<file path="config.mk">
export PLATFORM = sky130hd
export DESIGN_NAME = mem_responder
export DESIGN_NICKNAME = d
export VERILOG_FILES = /design/src/rtl/mem_responder.sv
export SDC_FILE = /design/constraint.sdc
export NUM_CORES = 2
export LEC_CHECK = 0
export ABC_CLOCK_PERIOD_IN_PS = 7600
export CAP_MARGIN = 20
export CORE_ASPECT_RATIO = 1.75
export CORE_UTILIZATION = 25
export DETAILED_ROUTE_END_ITERATION = 10
export SLEW_MARGIN = 20
export SYNTH_ARGS = -nofsm -noshare
export SYNTH_HDL_FRONTEND = slang
export SYNTH_SLANG_ARGS = --single-unit
</file>
<file path="constraint.sdc">
create_clock -name Clk -period 7.6 [get_ports Clk]
set_input_delay 1.9 -clock Clk [delete_from_list [all_inputs] [get_ports Clk]]
set_output_delay 1.9 -clock Clk [all_outputs]
set_load 0.05 [all_outputs]
</file>
<file path="src/rtl/mem_responder.sv">
// mem_responder: DEPTH x 32-bit word store with a registered instruction
// fetch port, a read/write data port and a full-array clear sweep.
module mem_responder #(
    parameter int DEPTH = 64,
    parameter int AW    = 6
) (
    input  logic        Clk,
    input  logic        Reset,
    input  logic [31:0] ReadPC,
    output logic [31:0] Instr,
    input  logic [31:0] RWAddr,
    input  logic [31:0] Value,
    input  logic        OP2En,
    input  logic        OP2RW,
    output logic [31:0] Data,
    output logic        DataValid,
    input  logic        Clear,
    output logic        Busy,
    output logic        AddrErr
);

    typedef enum logic {
        IDLE  = 1'b0,
        SWEEP = 1'b1
    } stateT;

    stateT             state, nextState;
    logic [AW-1:0]     sweepCnt;
    logic [31:0]       mem [DEPTH];

    logic              memWe;
    logic [AW-1:0]     memWAddr;
    logic [31:0]       memWData;
    logic              rdAccept;
    logic              accessAccept;
    logic              loadCnt;
    logic              incCnt;

    logic [AW-1:0]     fetchIdx;
    logic [AW-1:0]     dataIdx;
    logic              upperBitsSet;

    assign fetchIdx     = ReadPC[AW-1:0];
    assign dataIdx      = RWAddr[AW-1:0];
    assign upperBitsSet = |RWAddr[31:AW];
    assign Busy         = (state == SWEEP);

    // Next-state and datapath control; Clear beats a data access in IDLE,
    // and every data access is dropped while sweeping.
    always_comb begin
        nextState    = state;
        memWe        = 1'b0;
        memWAddr     = dataIdx;
        memWData     = Value;
        rdAccept     = 1'b0;
        accessAccept = 1'b0;
        loadCnt      = 1'b0;
        incCnt       = 1'b0;
        unique case (state)
            IDLE: begin
                if (Clear) begin
                    nextState = SWEEP;
                    loadCnt   = 1'b1;
                end else if (OP2En) begin
                    accessAccept = 1'b1;
                    if (OP2RW) begin
                        memWe = 1'b1;
                    end else begin
                        rdAccept = 1'b1;
                    end
                end
            end
            SWEEP: begin
                memWe    = 1'b1;
                memWAddr = sweepCnt;
                memWData = 32'd0;
                incCnt   = 1'b1;
                if (sweepCnt == AW'(DEPTH - 1)) begin
                    nextState = IDLE;
                end
            end
            default: nextState = IDLE;
        endcase
    end

    // State register and sweep counter; reset aborts any sweep in flight.
    always_ff @(posedge Clk) begin
        if (Reset) begin
            state    <= IDLE;
            sweepCnt <= '0;
        end else begin
            state <= nextState;
            if (loadCnt) begin
                sweepCnt <= '0;
            end else if (incCnt) begin
                sweepCnt <= sweepCnt + AW'(1);
            end
        end
    end

    // Array write port; contents are never reset, reset only suppresses writes.
    always_ff @(posedge Clk) begin
        if (!Reset && memWe) begin
            mem[memWAddr] <= memWData;
        end
    end

    // Registered fetch: reads pre-write content, forced to zero while sweeping.
    always_ff @(posedge Clk) begin
        if (Reset) begin
            Instr <= 32'd0;
        end else if (state == SWEEP) begin
            Instr <= 32'd0;
        end else begin
            Instr <= mem[fetchIdx];
        end
    end

    // Data-port read result, valid strobe and out-of-range address flag.
    always_ff @(posedge Clk) begin
        if (Reset) begin
            Data      <= 32'd0;
            DataValid <= 1'b0;
            AddrErr   <= 1'b0;
        end else begin
            DataValid <= rdAccept;
            AddrErr   <= accessAccept && upperBitsSet;
            if (rdAccept) begin
                Data <= mem[dataIdx];
            end
        end
    end

endmodule

</file>
## Word-level counts from Yosys, hierarchy flattened

Memories as Yosys holds them, arrays and structs flattened. A register that Yosys moved wholly into a read port is not among the register bits.
Cells that the tools add are included.

- Input bits: 101
- RAM bits: 2048
- ROM bits: 0
- Bits in latches: 0
- Flip-flop bits (word level): 9
- Memories kept: 1
- Logic and storage cells: 34

Memories:

| name | words | bits a word | rd ports | clocked after Yosys merged registers in | wr ports | line | source |
|---|---|---|---|---|---|---|---|
| mem | 64 | 32 | 2 | 2 | 1 | 29 | `logic [31:0] mem [DEPTH];` |

- Bitwise gates (word level): 1
- $add $sub $neg: 1
- Equal/unequal tests: 1
- Div/mod/pow operators: 0
- Mux-type cells: 20
- Order comparisons: 0
- Multiply operators: 0
- Reduce and logical (&&, ||, !) cells: 6
- Shift operators: 0

Operators with widths:

| operator | count |
|---|---|
| $mux W32 | 1 |
| $reduce_or A26 Y1 | 1 |
| $mux W1 | 16 |
| $add A6 B1 Y6 const B | 1 |
| $eq A6 B6 Y1 const B | 1 |
| $mux W6 | 1 |
| $pmux W1 S2 | 2 |
| $reduce_or A2 Y1 | 2 |
| $logic_and A1 B1 Y1 | 2 |
| $logic_not A1 Y1 | 1 |
| $not A1 Y1 | 1 |

## Logic depth before layout (Yosys ltp)

- Depth after elaboration: 7
- Gate-level depth with buffers: 11
- Gate-level depth less buffers: 6

## Worst setup path after synthesis

OpenSTA, ideal clock, no wires.

- Kind: in2reg
- Start point: input port RWAddr[0]
- End point: memory mem[0][0], enable pin
- Arrival: 4.698 ns
- Path slack: 2.481 ns
- Stages on the path: 9
- Path buffers: 5
- Setup time: 0.421 ns
- Cell sequence: buf_4 buf_6 buf_4 buf_6 buf_4 nand3b_1 a21oi_1 nand2_1 nor2_1

- Word-level cells in the longest chain between the ends: 1

RTL lines:

| what | line | source |
|---|---|---|
| start, declared | 11 | `input logic [31:0] RWAddr,` |
| $mux W6 | 59 | `unique case (state)` |
| end, declared | 29 |  |

Every way passes these cells.

## Final worst setup path

- Start point: input port Clear
- End point: memory mem[62][11], enable pin

- Word-level cells in the longest chain between the ends: 5

RTL lines:

| what | line | source |
|---|---|---|
| start, declared | 17 | `input logic Clear,` |
| $mux W1 | 61 | `if (Clear) begin` |
| $pmux W1 S2 | 59 |  |
| $logic_and A1 B1 Y1 | 103 | `if (!Reset && memWe) begin` |
| $mux W1 | 103 |  |
| $mux W1 (implied by the code) | 104 | `mem[memWAddr] <= memWData;` |

Every way passes these cells.

==> metrics.yaml <==
setup_ws_ns: 2.56
vias_per_cell: 5.55
swShare: 0.239
synthTopCellsByCount: "2048 x edfxtp_1, 904 x mux4_2, 285 x mux2i_1, 234 x a22oi_1, 192 x buf_2"
die_w_um: 472
postCtsSetupBuffers: 0
root_buffer: "clkbuf_16"
worst_setup_path_end_kind: "flop"
grt_pass1_wl_um: 505000
ys_types: 64
area_growth_pct: 16.0
grt_pass1_vias: 59873
grtUsageTotal: 0.186
power_frac_clock: 0.395
tns_ns: 0
nets: 5343
seq_area_frac_synth: 0.651
fin_skew_ns: 0.0397
synth_fp_nets: 5151
cts_hold_buf: 0
htreeDepth: 4
num_io_pins: 168
critPathRequiredTime_ns: 8.11
synth_top_area_frac: 0.636
ir_worst_vdd_mv: 0.162
path_class: "in -> reg"
cts_buffer_depth: 4
rsz0062_at_grt: "false"
setup_viol: 0
syn_area_um2: 96700
seqPwrFrac: 0.518
drc: 0
cp-start-kind: "primary input"
synth_top_flop_cell: "edfxtp_1"
crit_arrival_ns: 5.56
postRouteAntennaNets: 0
gp_congestion: 0.931
placementRows: 301
period_share: 0.663
cts_tree: "yes"
drtIter0Drc: 8037
final.min_clock_period_ns: 5.04
vias: 58505
status: "complete, no violations"
synth_seq_cells: 2121
dr.pass1.iters: 8
hold_viol: 0
tightest_slew_ns: 1.31
p_sw_mw: 5.96
floorplan.die_area_um2: 390000
floorplan.initialDensity: 0.252
synth_top_cells_by_area: "edfxtp_1 64%, mux4_2 21%, mux2i_1 2.9%"
max_freq_mhz: 198
p_int_mw: 19.0
slew_headroom: 0.124
drv_slew: 0
cts_resized: 0
cap_violations: 0
clk_pin_slew_ns: 0.07
yosysTopAreaCell: "edfxtp_1"
pwr-share-comb: 0.087
insertion_delay_ns: 0.88
core_area_um2: 385000
portBuffers: 141
post-place-ws_ns: 1.84
die_h_um: 825
path_max_fanout: 19
avgSynthCellArea_um2: 19.2
synthesis.instances: 5049
wire_per_inst_um: 35.2
antenna_found_initial: 28
yosysMostFrequentCell: "edfxtp_1"
cts_buffers: 179
leakage_nw: 34.4
synth_edf_count: 2048
drive_gt1_frac: 0.300
synthArstFlopShare: 0
hp-class: "reg -> reg"
dp_hpwl_um: 248000
routed_wl_um: 371000
overflow: 0
cts.sinks: 2121
grt_max_degree: 116
power_density_nw_per_um2: 223
ys_warn_count: 0
-- cell usage in the layout (no fill, tap or decap), types with 63 or more instances in the layout --
cell             instances
buf_4                  193
edfxtp_1              2048
nor2_1                  66
nand2_1                140
nor2_4                  71
a22oi_1                234
mux2i_1                285
a21oi_1                129
clkbuf_16              181
clkdlybuf4s50_1        131
mux4_2                 904
o22ai_1                 63
dfxtp_1                 72
-- through the flow --
stage	total power, mW	hold WS, ns	cell area (µm²)	instances	util
6_report	25.0	0.546	112000	10547	0.292
2_1_floorplan	14.5	0.484	96700	5049	-
3_5_place_dp	15.4	0.525	106000	10211	0.276
5_1_grt	25.4	0.567	112000	10533	0.292
4_1_cts	25.0	0.534	112000	10527	0.291
3_3_place_gp	15.3	0.510	106000	10205	0.276
-- sequential cells by signal, indices dropped and copies added, names as in the netlist --
signal / count
Busy: 1
mem: 2048
Data: 32
DataValid: 1
sweepCnt: 6
Instr: 32
AddrErr: 1
-- worst paths after layout --
path | startpoint | cells past startpoint | slack (ns) | to
worst max-delay path | Clear | 7 | 2.56 | mem[62][11]$_DFFE_PP_
worst min-delay path | sweepCnt[0]$_SDFFE_PP0P_ | 2 | 0.55 | sweepCnt[0]$_SDFFE_PP0P_
worst max register to register | Busy$_SDFF_PP0_ | 6 | 3.44 | mem[62][11]$_DFFE_PP_
worst min register to register | sweepCnt[0]$_SDFFE_PP0P_ | 2 | 0.55 | sweepCnt[0]$_SDFFE_PP0P_
-- power by group through the flow --
stage	Combinational (mW)	Sequential [mW]	Clock, mW
floorplan	1.20	13.3	0
global route	2.22	13.0	10.3
detailed placement	2.14	13.2	0
global placement	2.09	13.2	0
CTS	2.14	13.0	9.93
finish	2.17	13.0	9.87
-- critical path, stage by stage --
cell and delay [ns]:
clkdlybuf4s50_1 0.57, nor3b_1 0.55, nand3b_1 0.16, a21oi_1 0.35
nand2_1 0.66, nor2_4 0.97, buf_12 0.34
-- layer usage --
metal  track usage  vias up  part of all wire
met5             0        -           0.00014
met4         0.148        8             0.091
met3        0.0321     1210             0.085
met2         0.321     4094              0.50
met1         0.201    31086              0.32
li1              -    22107                 -
-- kinds of logic (layout without fill, tap and decap cells) --
| family | after synthesis | count (layout) | share of synthesized area |
|---|---|---|---|
| fa+ha+maj | 1 | 1 | 0.000129 |
| buf+inv | 392 | 719 | 0.0219 |
| xor+xnor | 3 | 3 | 0.000272 |
| simple gates | 608 | 608 | 0.0313 |
| compound gates | 701 | 701 | 0.0502 |
| mux | 1223 | 1223 | 0.245 |
| other cells | 0 | 20 | 0 |
| flops | 2121 | 2121 | 0.651 |
-- final cells by class --
class                      instances  area [µm²]
clock inverter                    97        1210
antenna                           20        50.0
fill                           37494      272000
sequential                      2121       63000
tap                             5151        6440
inverter                           8        31.3
multi-input combinational       2536       32600
clock buffer                     219        4750
timing repair buffer             395        4120
No activity file was read; power rests on OpenSTA's default activity.
